<file path="src/rtl/light_cycles_pkg.sv">
// Types and display codes shared by the Light Cycles start sequencer and the
// seven-segment display stage.
package light_cycles_pkg;

  typedef enum logic [2:0] {
    ST_IDLE,
    ST_COUNT,
    ST_GO,
    ST_RUN,
    ST_OVER
  } state_t;

  localparam logic [2:0] SC_THREE = 3'd0;
  localparam logic [2:0] SC_TWO   = 3'd1;
  localparam logic [2:0] SC_ONE   = 3'd2;
  localparam logic [2:0] SC_GO    = 3'd3;
  localparam logic [2:0] SC_BLANK = 3'd7;

endpackage

</file>
<file path="src/rtl/tick_divider.sv">
// Modulus counter: counts 0..MODULUS-1 while enabled and strobes tc on the
// last count, wrapping to zero on the following edge.
module tick_divider #(
  parameter int MODULUS = 4
) (
  input  logic clk,
  input  logic rst,
  input  logic en,
  input  logic clr,
  output logic tc
);

  localparam int W = (MODULUS > 1) ? $clog2(MODULUS) : 1;
  localparam logic [W-1:0] LAST = W'(MODULUS - 1);
  localparam logic [W-1:0] ONE  = W'(1);

  logic [W-1:0] count;
  logic         at_last;

  assign at_last = (count == LAST);

  // NOTE: sequential state is always updated with <= so every flop samples
  // pre-edge values regardless of block ordering.
  always_ff @(posedge clk or posedge rst) begin
    if (rst) begin
      count <= '0;
    end else if (clr) begin
      count <= '0;
    end else if (en) begin
      count <= at_last ? '0 : count + ONE;
    end
  end

  assign tc = en & ~clr & at_last;

endmodule

</file>
<file path="src/rtl/start_sequencer.sv">
// Light Cycles countdown/phase controller: turns a start edge into 3-2-1-GO,
// gates play via game_en and generates the display multiplex clock segclk.
module start_sequencer
  import light_cycles_pkg::*;
#(
  parameter int TICKS_PER_STEP  = 100_000_000,
  parameter int SEG_HALF_PERIOD = 50_000
) (
  input  logic       clk,
  input  logic       rst,
  input  logic       start,
  input  logic       crash,
  output logic [2:0] start_counter,
  output logic       game_en,
  output logic       go_pulse,
  output logic       segclk
);

  state_t     state, state_next;
  logic [2:0] start_counter_next;
  logic       game_en_next;
  logic       go_pulse_next;

  logic start_q;
  logic start_armed;
  logic start_rise;
  logic step_en;
  logic step_tc;
  logic seg_tc;

  // start_armed blocks the first cycle after reset so a button already held
  // through release is only loaded into start_q, never seen as an edge.
  assign start_rise = start & ~start_q & start_armed;

  assign step_en = (state == ST_COUNT) || (state == ST_GO);

  tick_divider #(.MODULUS(TICKS_PER_STEP)) u_step_timer (
    .clk (clk),
    .rst (rst),
    .en  (step_en),
    .clr (~step_en),
    .tc  (step_tc)
  );

  tick_divider #(.MODULUS(SEG_HALF_PERIOD)) u_seg_divider (
    .clk (clk),
    .rst (rst),
    .en  (1'b1),
    .clr (1'b0),
    .tc  (seg_tc)
  );

  always_ff @(posedge clk or posedge rst) begin
    if (rst) begin
      state         <= ST_IDLE;
      start_counter <= SC_BLANK;
      game_en       <= 1'b0;
      go_pulse      <= 1'b0;
      segclk        <= 1'b0;
      start_q       <= 1'b0;
      start_armed   <= 1'b0;
    end else begin
      state         <= state_next;
      start_counter <= start_counter_next;
      game_en       <= game_en_next;
      go_pulse      <= go_pulse_next;
      start_q       <= start;
      start_armed   <= 1'b1;
      if (seg_tc) segclk <= ~segclk;
    end
  end

  // NOTE: every signal driven here gets a default first; a path that leaves
  // one unassigned would infer a latch.
  always_comb begin
    state_next         = state;
    start_counter_next = start_counter;

    case (state)
      ST_IDLE, ST_OVER: begin
        if (start_rise) begin
          state_next         = ST_COUNT;
          start_counter_next = SC_THREE;
        end
      end
      ST_COUNT: begin
        if (step_tc) begin
          if (start_counter == SC_ONE) begin
            state_next         = ST_GO;
            start_counter_next = SC_GO;
          end else begin
            start_counter_next = start_counter + 3'd1;
          end
        end
      end
      ST_GO: begin
        // A crash on the final GO tick takes priority over moving to RUN.
        if (crash) begin
          state_next         = ST_OVER;
          start_counter_next = SC_BLANK;
        end else if (step_tc) begin
          state_next         = ST_RUN;
          start_counter_next = SC_BLANK;
        end
      end
      ST_RUN: begin
        if (crash) begin
          state_next         = ST_OVER;
          start_counter_next = SC_BLANK;
        end
      end
      default: begin
        state_next         = ST_IDLE;
        start_counter_next = SC_BLANK;
      end
    endcase

    game_en_next  = (state_next == ST_GO) || (state_next == ST_RUN);
    go_pulse_next = (state_next == ST_GO) && (state != ST_GO);
  end

endmodule
</file>
<file path="config.mk">
export PLATFORM = sky130hd
export DESIGN_NAME = start_sequencer
export DESIGN_NICKNAME = d
export VERILOG_FILES = /design/src/rtl/light_cycles_pkg.sv /design/src/rtl/tick_divider.sv /design/src/rtl/start_sequencer.sv
export SDC_FILE = /design/constraint.sdc
export NUM_CORES = 1
export LEC_CHECK = 0
export CORE_ASPECT_RATIO = 1.1
export CORE_UTILIZATION = 50
export DETAILED_ROUTE_END_ITERATION = 16
export PLACE_DENSITY = 0.7
export SKIP_LAST_GASP = 1
export SLEW_MARGIN = 25
export SYNTH_ARGS = -nofsm -noshare
export SYNTH_HDL_FRONTEND = slang
export SYNTH_SLANG_ARGS = --single-unit
</file>
<file path="constraint.sdc">
create_clock -name clk -period 4.5 [get_ports clk]
set_input_delay 0.9 -clock clk [delete_from_list [all_inputs] [get_ports clk]]
set_output_delay 0.9 -clock clk [all_outputs]
set_load 0.005 [all_outputs]
</file>
After elaboration in Yosys (flattened, before gate mapping)
Index checks and enable logic that the tools add are counted.
- register bits: 54
- bits of input ports: 4
- output and inout bits: 6
- logic and storage cells: 54
- add/sub/neg operators: 3
- eq/ne operators: 14
- muxes and demuxes: 17
- bitwise logic cells: 5
- reductions and logical operators: 6
- operators with widths (operator ; count):
    $mux 27 ; 2
    $mux 3 ; 12
    $add 27x1->27 const B ; 1
    $eq 27x27->1 const B ; 1
    $pmux 3 s4 ; 2
    $add 16x1->16 const B ; 1
    $eq 16x16->1 const B ; 1
    $mux 16 ; 1
    $eq 3x2->1 const B ; 5
    $ne 2x2->1 const B ; 3
    $reduce_and 4->1 ; 1
    $add 3x1->3 const B ; 1
    $and 1x1->1 ; 3
    $eq 3x1->1 const B ; 1
    $eq 3x3->1 const B ; 1
    $logic_not 3->1 ; 1
    $ne 3x2->1 const B ; 1
    $ne 3x3->1 const B ; 1
    $logic_or 1x1->1 ; 2
    $not 1->1 ; 2
    $reduce_or 2->1 ; 1
    $logic_and 1x1->1 ; 1

Logic depth before layout (Yosys ltp)
Gate-level depths: netlist of run 1.
- depth after elaboration: 8
- gate-level depth with buffers: 7
- mapped depth without buffers: 6

By module
A second synthesis of run 1 with hierarchy kept.
- cell total of the unflattened synthesis: 377
- area total of the unflattened synthesis: 3410.8 um^2
- modules (own cells, without submodules) (module ; times used ; cells an instance ; area an instance (um^2) ; seq. area each (um^2)):
    tick_divider at u_step_timer ; 1 ; 197 ; 1704.1 ; 675.6
    tick_divider at u_seg_divider ; 1 ; 117 ; 1068.5 ; 400.4
    start_sequencer ; 1 ; 63 ; 638.1 ; 279.0

Least setup slack after synthesis of run 1
No wires, ideal clock.
- path type: register -> register
- start point: reg u_step_timer.count[9]
- end point: reg game_en
- library setup time: 0.078 ns
- data arrival time: 1.860 ns
- data required time: 4.422 ns
- setup slack: 2.561 ns
- cell stages (with the launch flop): 6
- path buffers: 0
- period minus slack after synthesis: 1.939 ns
- cells stage by stage: dfrtp_1 or4b_4 nor4_4 nand4_1 or3_1 a21oi_1
- word-level cells in the longest chain between the ends: 7
- elaborated cells between the ends (all ways): 9
- those cells by class: eq/ne (3); mux (4); bitwise (1); reduce/logical (1)
- ends and longest elaborated chain (item ; RTL line ; source):
    start, declared ; tick_divider.sv:17 ; logic [W-1:0] count;
    start signal, assigned ; tick_divider.sv:30 ; count <= at_last ? '0 : count + ONE;
    $eq 27x27->1 (*) ; tick_divider.sv:20 ; assign at_last = (count == LAST);
    $and 1x1->1 (*) ; tick_divider.sv:34 ; assign tc = en & ~clr & at_last;
    $mux 3 ; start_sequencer.sv:101 ; end else if (step_tc) begin
    $mux 3 ; start_sequencer.sv:98 ; if (crash) begin
    $pmux 3 s4 (*) ; start_sequencer.sv:79 ; case (state)
    $eq 3x2->1 ; start_sequencer.sv:118 ; game_en_next = (state_next == ST_GO) || (state_next == ST_RUN);
    $logic_or 1x1->1 (*) ; start_sequencer.sv:118 ;
    named net game_en_next ; start_sequencer.sv:21 ; logic game_en_next;
    end signal, assigned ; start_sequencer.sv:65 ; game_en <= game_en_next;
    end, declared ; start_sequencer.sv:14 ; output logic game_en,
Mark *: on every way through the listed nets, which the timed path passes. The rest lies on a longest branch.
A chain may end at the register's enable or synchronous reset.

Worst setup path in the final report of run 1
- start point: reg start_counter[2]
- end point: out start_counter[2]
- RTL lines (item ; RTL line ; source):
    start, declared ; start_sequencer.sv:13 ; output logic [2:0] start_counter,
    start signal, assigned ; start_sequencer.sv:64 ; start_counter <= start_counter_next;
No word-level cell between the ends.

==> results.py, run 1 <==
metrics = {
    "status": {
        "outcome": "finished clean",
    },
    "floorplanning": {
        "floorplan.initialDensity": 0.526,
        "core_um2": 5100,
        "row_count": 27,
        "fp.dieW_um": 71.9,
        "design.die.area_um2": 5670,
        "die_height_um": 78.9,
        "top_level_ports": 10,
    },
    "synth": {
        "postSynth.topFlopCell": "dfrtp_1",
        "ys_warn_count": 0,
        "synth_simple_gate_area_share": 0.261,
        "post_synth_xor_area_fraction": 0.130,
        "synth-seq-cells": 54,
        "syn_nets": 280,
        "top_area_cell_type_share_of_the_netlist_area": 0.475,
        "synth_fa_ha_area_frac": 0.0186,
        "synth_enable_flop_cells": 0,
        "async_flop_share": 1.00,
        "synth-compound-area-share": 0.0513,
        "post_synth_num_cell_types": 48,
        "synthesis.area_um2": 2690,
        "synth_cells": 272,
        "netlist.top_cell.by_area": "dfrtp_1",
        "largest_family_of_logic_cells_by_synthesized_area": "simple AND/OR/NAND/NOR gates",
        "synth.area.top_cells": "dfrtp_1 (48%), xnor2_1 (7.8%), nor2_1 (6.8%)",
        "synthMuxAreaShare": 0,
        "seq_area_frac_synth": 0.505,
        "syn_avg_cell_area_um2": 9.87,
    },
    "critical_path": {
        "crit_path_end_kind": "output pin",
        "critical_path_peak_fanout": 4,
        "cp_slowest_cell": "dfstp_2",
        "cp_cell_sequence": "clkdlybuf4s50_1",
        "critical-path-max-stage-delay_ns": 0.57,
        "worst_endpoint_required_time_ns": 3.60,
        "path_buf_inv": 1,
        "crit_type": "flip-flop to output pin",
        "cp.arrival_ns": 1.36,
        "setup.worst_path.start_class": "flip-flop",
        "critical-path-top-delay-family": "flip-flops",
    },
    "layout": {
        "layout_common_cells": "dfrtp_1 (51), nor2_1 (49), xnor2_1 (24)",
        "final-instance-count-excl-fill": 353,
        "n_antenna_cell": 0,
        "post_route_cells_drive_above_1_share": 0.0854,
        "stdcell_area_um2": 2940,
        "most_common_library_cell_in_the_layout_ignoring_fill_and_taps": "dfrtp_1",
        "syn2layout_area_growth_pct": 9.51,
        "layout.filler_cells": 441,
        "fin_nets": 288,
    },
    "clock_network": {
        "cts_buffers": 5,
        "cts_num_sinks": 54,
        "clock_insertion_delay_worst_skew_ns": 0.30,
        "cts.reportedPaths.clkPinSlew_ns": 0.09,
        "post_cts_resize_count": 0,
        "ctsHoldBuffers": 0,
        "post_cts_buffers": 0,
        "clk_path_buf_depth": 2,
        "tritoncts_clock_tree": "done",
        "cts-root-buf": "clkbuf_8",
        "htree_levels": 2,
    },
    "sta": {
        "tightestPinTransition_ns": 0.744,
        "maxSlewViolCount": 0,
        "final-setup-viol-count": 0,
        "timing.final.crit_period_ns": 2.26,
        "hold_vio_cnt_final": 0,
        "relative_slew_slack": 0.503,
        "grt_setup_unrepaired": "no",
        "skew_ns": 0.00789,
        "final_critical_path_setup_slack_ns": 2.24,
        "achievable_frequency_ghz": 0.442,
        "totalNegativeSetupSlack_ns": 0,
        "final.period_utilization": 0.502,
        "final_hold_slack_ns": 0.470,
    },
    "routing": {
        "vias_per_cell": 5.36,
        "routedWlPerCell_um": 12.9,
        "drt_first_pass_iters": 4,
        "drt_drc_violations_left": 0,
        "dr.first_iter.drc_count": 95,
        "vias": 1893,
        "drtAntennaViolNets": 0,
        "wirelength_um": 4550,
    },
    "global_route": {
        "global_route_hottest_layer": "met2",
        "met2_usage": 0.320,
        "global_route.overflow_total": 0,
        "grt_max_degree": 37,
        "grt_pass1_wl_um": 8200,
        "first_global_vias": 1879,
        "antenna_found_initial": 0,
        "groute.layer.met1.usage": 0.230,
        "grt.met3_usage": 0.0419,
        "grt.total_usage": 0.185,
    },
    "hold_path": {
        "classification_of_the_worst_slack_hold_path": "flip-flop to flip-flop",
    },
    "power_and_ir_drop": {
        "peakVddDrop_v": 0.000153,
        "power_per_cell_area_nw_per_um2": 286,
        "static_leak_uw": 0.00116,
    },
    "run": {
        "drv.max_cap_violation_count": 0,
    },
    "place": {
        "gp_congestion": 0.814,
        "io_buffer_count": 9,
        "dp_cells": 345,
        "placement.cell_area_um2": 2830,
        "place_worst_setup_slack_ns": 2.23,
        "dp_hpwl_um": 3180,
    },
}
synthesized netlist by cell type (3+ instances only):
cell type  instances
inv_1             12
nand2_1           15
xor2_1            16
nor2b_1            3
and3_1             4
clkbuf_1           7
dfrtp_1           51
and4_1             3
nand2b_1           3
nor2_1            49
nand3_1           14
nor4_1             6
nor3_1             8
a21oi_1            4
ha_1               4
xnor2_1           24
nand4_1           11
dfstp_2            3
per-layer routing:
layer,wire length (um),up-vias
met3,118,6
met1,2130,925
li1,-,943
met2,2230,19
met5,0,-
met4,61,0
sequential cells by signal, summed over array words and instances (netlist names):
| register | cells |
|---|---|
| start_counter | 3 |
| u_seg_divider.count | 16 |
| start_armed | 1 |
| segclk | 1 |
| state | 3 |
| game_en | 1 |
| start_q | 1 |
| go_pulse | 1 |
| u_step_timer.count | 27 |
logic make-up after synthesis:
kind of cell,count (synthesis)
AO/OA/AOI/OAI,19
AND/OR/NAND/NOR,133
adder cells (fa/ha/maj),4
XOR/XNOR,40
buffers and inverters,21
flip-flops,54
other,1
path summary, 6_finish.rpt:
check | start | endpoint | slack [ns] | cells past startpoint
setup reg to reg | u_step_timer.count[9]$_DFF_PP0_ | u_step_timer.count[26]$_DFF_PP0_ | 2.26 | 5
max in group asynchronous | rst | u_seg_divider.count[12]$_DFF_PP0_ | 2.71 | 3
hold / removal | segclk$_DFFE_PP0N_ | segclk$_DFFE_PP0N_ | 0.47 | 1
hold reg to reg | segclk$_DFFE_PP0N_ | segclk$_DFFE_PP0N_ | 0.47 | 1
min in group asynchronous | rst | u_seg_divider.count[1]$_DFF_PP0_ | 1.04 | 2
setup / recovery | start_counter[2]$_DFFE_PP1P_ | start_counter[2] | 2.24 | 1
where the power goes:
group,switching (uW),internal [uW]
Combinational,21.3,12.2
Sequential,3.48,490
Clock,149,164
cell type report:
class / count / area, um2 / area share
well taps: 72 / 90.1 / 0.0306
clock inverters: 3 / 40.0 / 0.0136
clock buffers: 5 / 68.8 / 0.0234
inverters: 12 / 45.0 / 0.0153
repair buffers: 10 / 97.6 / 0.0332
flip-flops and latches: 54 / 1360 / 0.461
multi-input cells: 197 / 1240 / 0.423
through the flow:
stage / total power [uW] / util
floorplan: 525 / -
global placement: 538 / 0.555
CTS: 852 / 0.576
finish: 840 / 0.576
detailed placement: 538 / 0.555
global route: 873 / 0.576
No activity file was read; power rests on OpenSTA's default activity.
==> run 2: changes to the inputs <==
==> constraint.sdc (replaced) <==
create_clock -name clk -period 2.3 [get_ports clk]
set_input_delay 0.46 -clock clk [delete_from_list [all_inputs] [get_ports clk]]
set_output_delay 0.46 -clock clk [all_outputs]
set_load 0.005 [all_outputs]
==> results.py, run 2 (synthesis results as in run 1) <==
metrics = {
    "floorplanning": {
        "core_um2": 5100,
        "design.die.area_um2": 5670,
        "floorplan.initialDensity": 0.526,
        "row_count": 27,
        "top_level_ports": 10,
        "die_height_um": 78.9,
        "fp.dieW_um": 71.9,
    },
    "critical_path": {
        "crit_path_end_kind": "flip-flop",
        "path_buf_inv": 0,
        "cp_cell_sequence": "or4b_4, nor4_4, nand3_1, a211oi_1, o221ai_1",
        "worst_endpoint_required_time_ns": 2.52,
        "cp.arrival_ns": 2.35,
        "critical_path_peak_fanout": 6,
        "worst_r2r_src": "u_step_timer.count[9]$_DFF_PP0_",
        "startpoint": "u_step_timer.count[9]$_DFF_PP0_",
        "cp_slowest_cell": "or4b_4",
        "crit_type": "flip-flop to flip-flop",
        "critical-path-top-delay-family": "simple AND/OR/NAND/NOR gates",
        "setup.worst_path.start_class": "flip-flop",
        "critical-path-max-stage-delay_ns": 0.56,
    },
    "global_route": {
        "grt_pass1_wl_um": 8440,
        "first_global_vias": 1912,
        "antenna_found_initial": 0,
        "grt_max_degree": 46,
        "grt.total_usage": 0.188,
        "global_route.overflow_total": 0,
    },
    "place": {
        "io_buffer_count": 9,
        "dp_hpwl_um": 3160,
        "gp_congestion": 0.755,
    },
    "layout": {
        "most_common_library_cell_in_the_layout_ignoring_fill_and_taps": "dfrtp_1",
        "largest_register_ffs": 27,
        "fin_nets": 290,
        "largest-register": "u_step_timer.count",
        "reg.largest.list": "u_step_timer.count (27), u_seg_divider.count (16)",
        "layout.filler_cells": 454,
        "n_antenna_cell": 0,
        "post_route_cells_drive_above_1_share": 0.0848,
        "syn2layout_area_growth_pct": 10.9,
        "layout_common_cells": "dfrtp_1 (51), nor2_1 (49), xnor2_1 (24)",
    },
    "sta": {
        "hold_vio_cnt_final": 0,
        "final_hold_slack_ns": 0.379,
        "tightestPinTransition_ns": 0.491,
        "achievable_frequency_ghz": 0.470,
        "final-setup-viol-count": 0,
        "skew_ns": 0.0118,
        "grt_setup_unrepaired": "no",
        "totalNegativeSetupSlack_ns": 0,
        "relative_slew_slack": 0.670,
        "timing.final.crit_period_ns": 2.13,
        "final.period_utilization": 0.925,
        "maxSlewViolCount": 0,
    },
    "clock_network": {
        "ctsHoldBuffers": 0,
        "cts_num_sinks": 54,
        "cts_buffers": 5,
        "post_cts_buffers": 0,
        "clock_insertion_delay_worst_skew_ns": 0.31,
        "cts.reportedPaths.clkPinSlew_ns": 0.09,
        "cts-root-buf": "clkbuf_8",
        "tritoncts_clock_tree": "done",
        "post_cts_resize_count": 0,
        "htree_levels": 2,
        "clk_path_buf_depth": 2,
    },
    "routing": {
        "vias_per_cell": 5.37,
        "dr.first_iter.drc_count": 91,
        "routedWlPerCell_um": 13.0,
        "drt_first_pass_iters": 4,
        "vias": 1906,
        "wirelength_um": 4600,
        "drt_drc_violations_left": 0,
        "drtAntennaViolNets": 0,
    },
    "hold_path": {
        "classification_of_the_worst_slack_hold_path": "primary input to asynchronous set/reset pin",
    },
    "power_and_ir_drop": {
        "power_per_cell_area_nw_per_um2": 556,
        "static_leak_uw": 0.00117,
        "peakVddDrop_v": 0.000414,
    },
    "run": {
        "drv.max_cap_violation_count": 0,
    },
    "status": {
        "outcome": "finished clean",
    },
}
run 2: cell count changes in the layout (fill, tap and decap cells not counted):
cell,delta
clkbuf_1,+2
clkinv_2,-2
buf_12,+2
run 2: layout make-up:
type                    instances  area, um2  area share
flip-flops and latches         54       1360       0.455
well taps                      72       90.1      0.0303
clock buffers                   7       76.3      0.0256
multi-input cells             197       1240       0.418
inverters                      12       45.0      0.0151
clock inverters                 1       30.0      0.0101
repair buffers                 12        138      0.0462
run 2: routing by layer:
metal  track usage  part of all wire  wire length [um]  up-vias
met4        0.0706             0.017                80        0
li1              -                 -                 -      951
met2         0.312              0.47              2140       31
met3        0.0406             0.032               148        9
met5             0                 0                 0        -
met1         0.239              0.48              2230      915
run 2: per-stage QoR:
step | std cells | util | instance area (um2) | total power, uW | setup WS (ns)
floorplan | 272 | - | 2690 | 1030 | 0.361
global placement | 347 | 0.563 | 2870 | 1060 | 0.275
detailed placement | 347 | 0.563 | 2870 | 1060 | 0.199
CTS | 355 | 0.584 | 2980 | 1680 | 0.178
global route | 355 | 0.584 | 2980 | 1730 | 0.0275
finish | 355 | 0.584 | 2980 | 1660 | 0.173
run 2: path summary, 6_finish.rpt:
check | to | slack, ns | cells past startpoint
max | start_counter[0]$_DFFE_PP1P_ | 0.17 | 5
min reg2reg | segclk$_DFFE_PP0N_ | 0.47 | 1
max reg2reg | start_counter[0]$_DFFE_PP1P_ | 0.17 | 5
max in group asynchronous | start_counter[1]$_DFFE_PP1P_ | 1.38 | 3
min | segclk$_DFFE_PP0N_ | 0.38 | 2
min in group clk | segclk$_DFFE_PP0N_ | 0.47 | 1
run 2: power breakdown:
group	internal, uW	switching, uW	leakage, uW
clock network	326	293	0.0000524
logic	29.9	42.7	0.000396
registers	959	7.32	0.000724
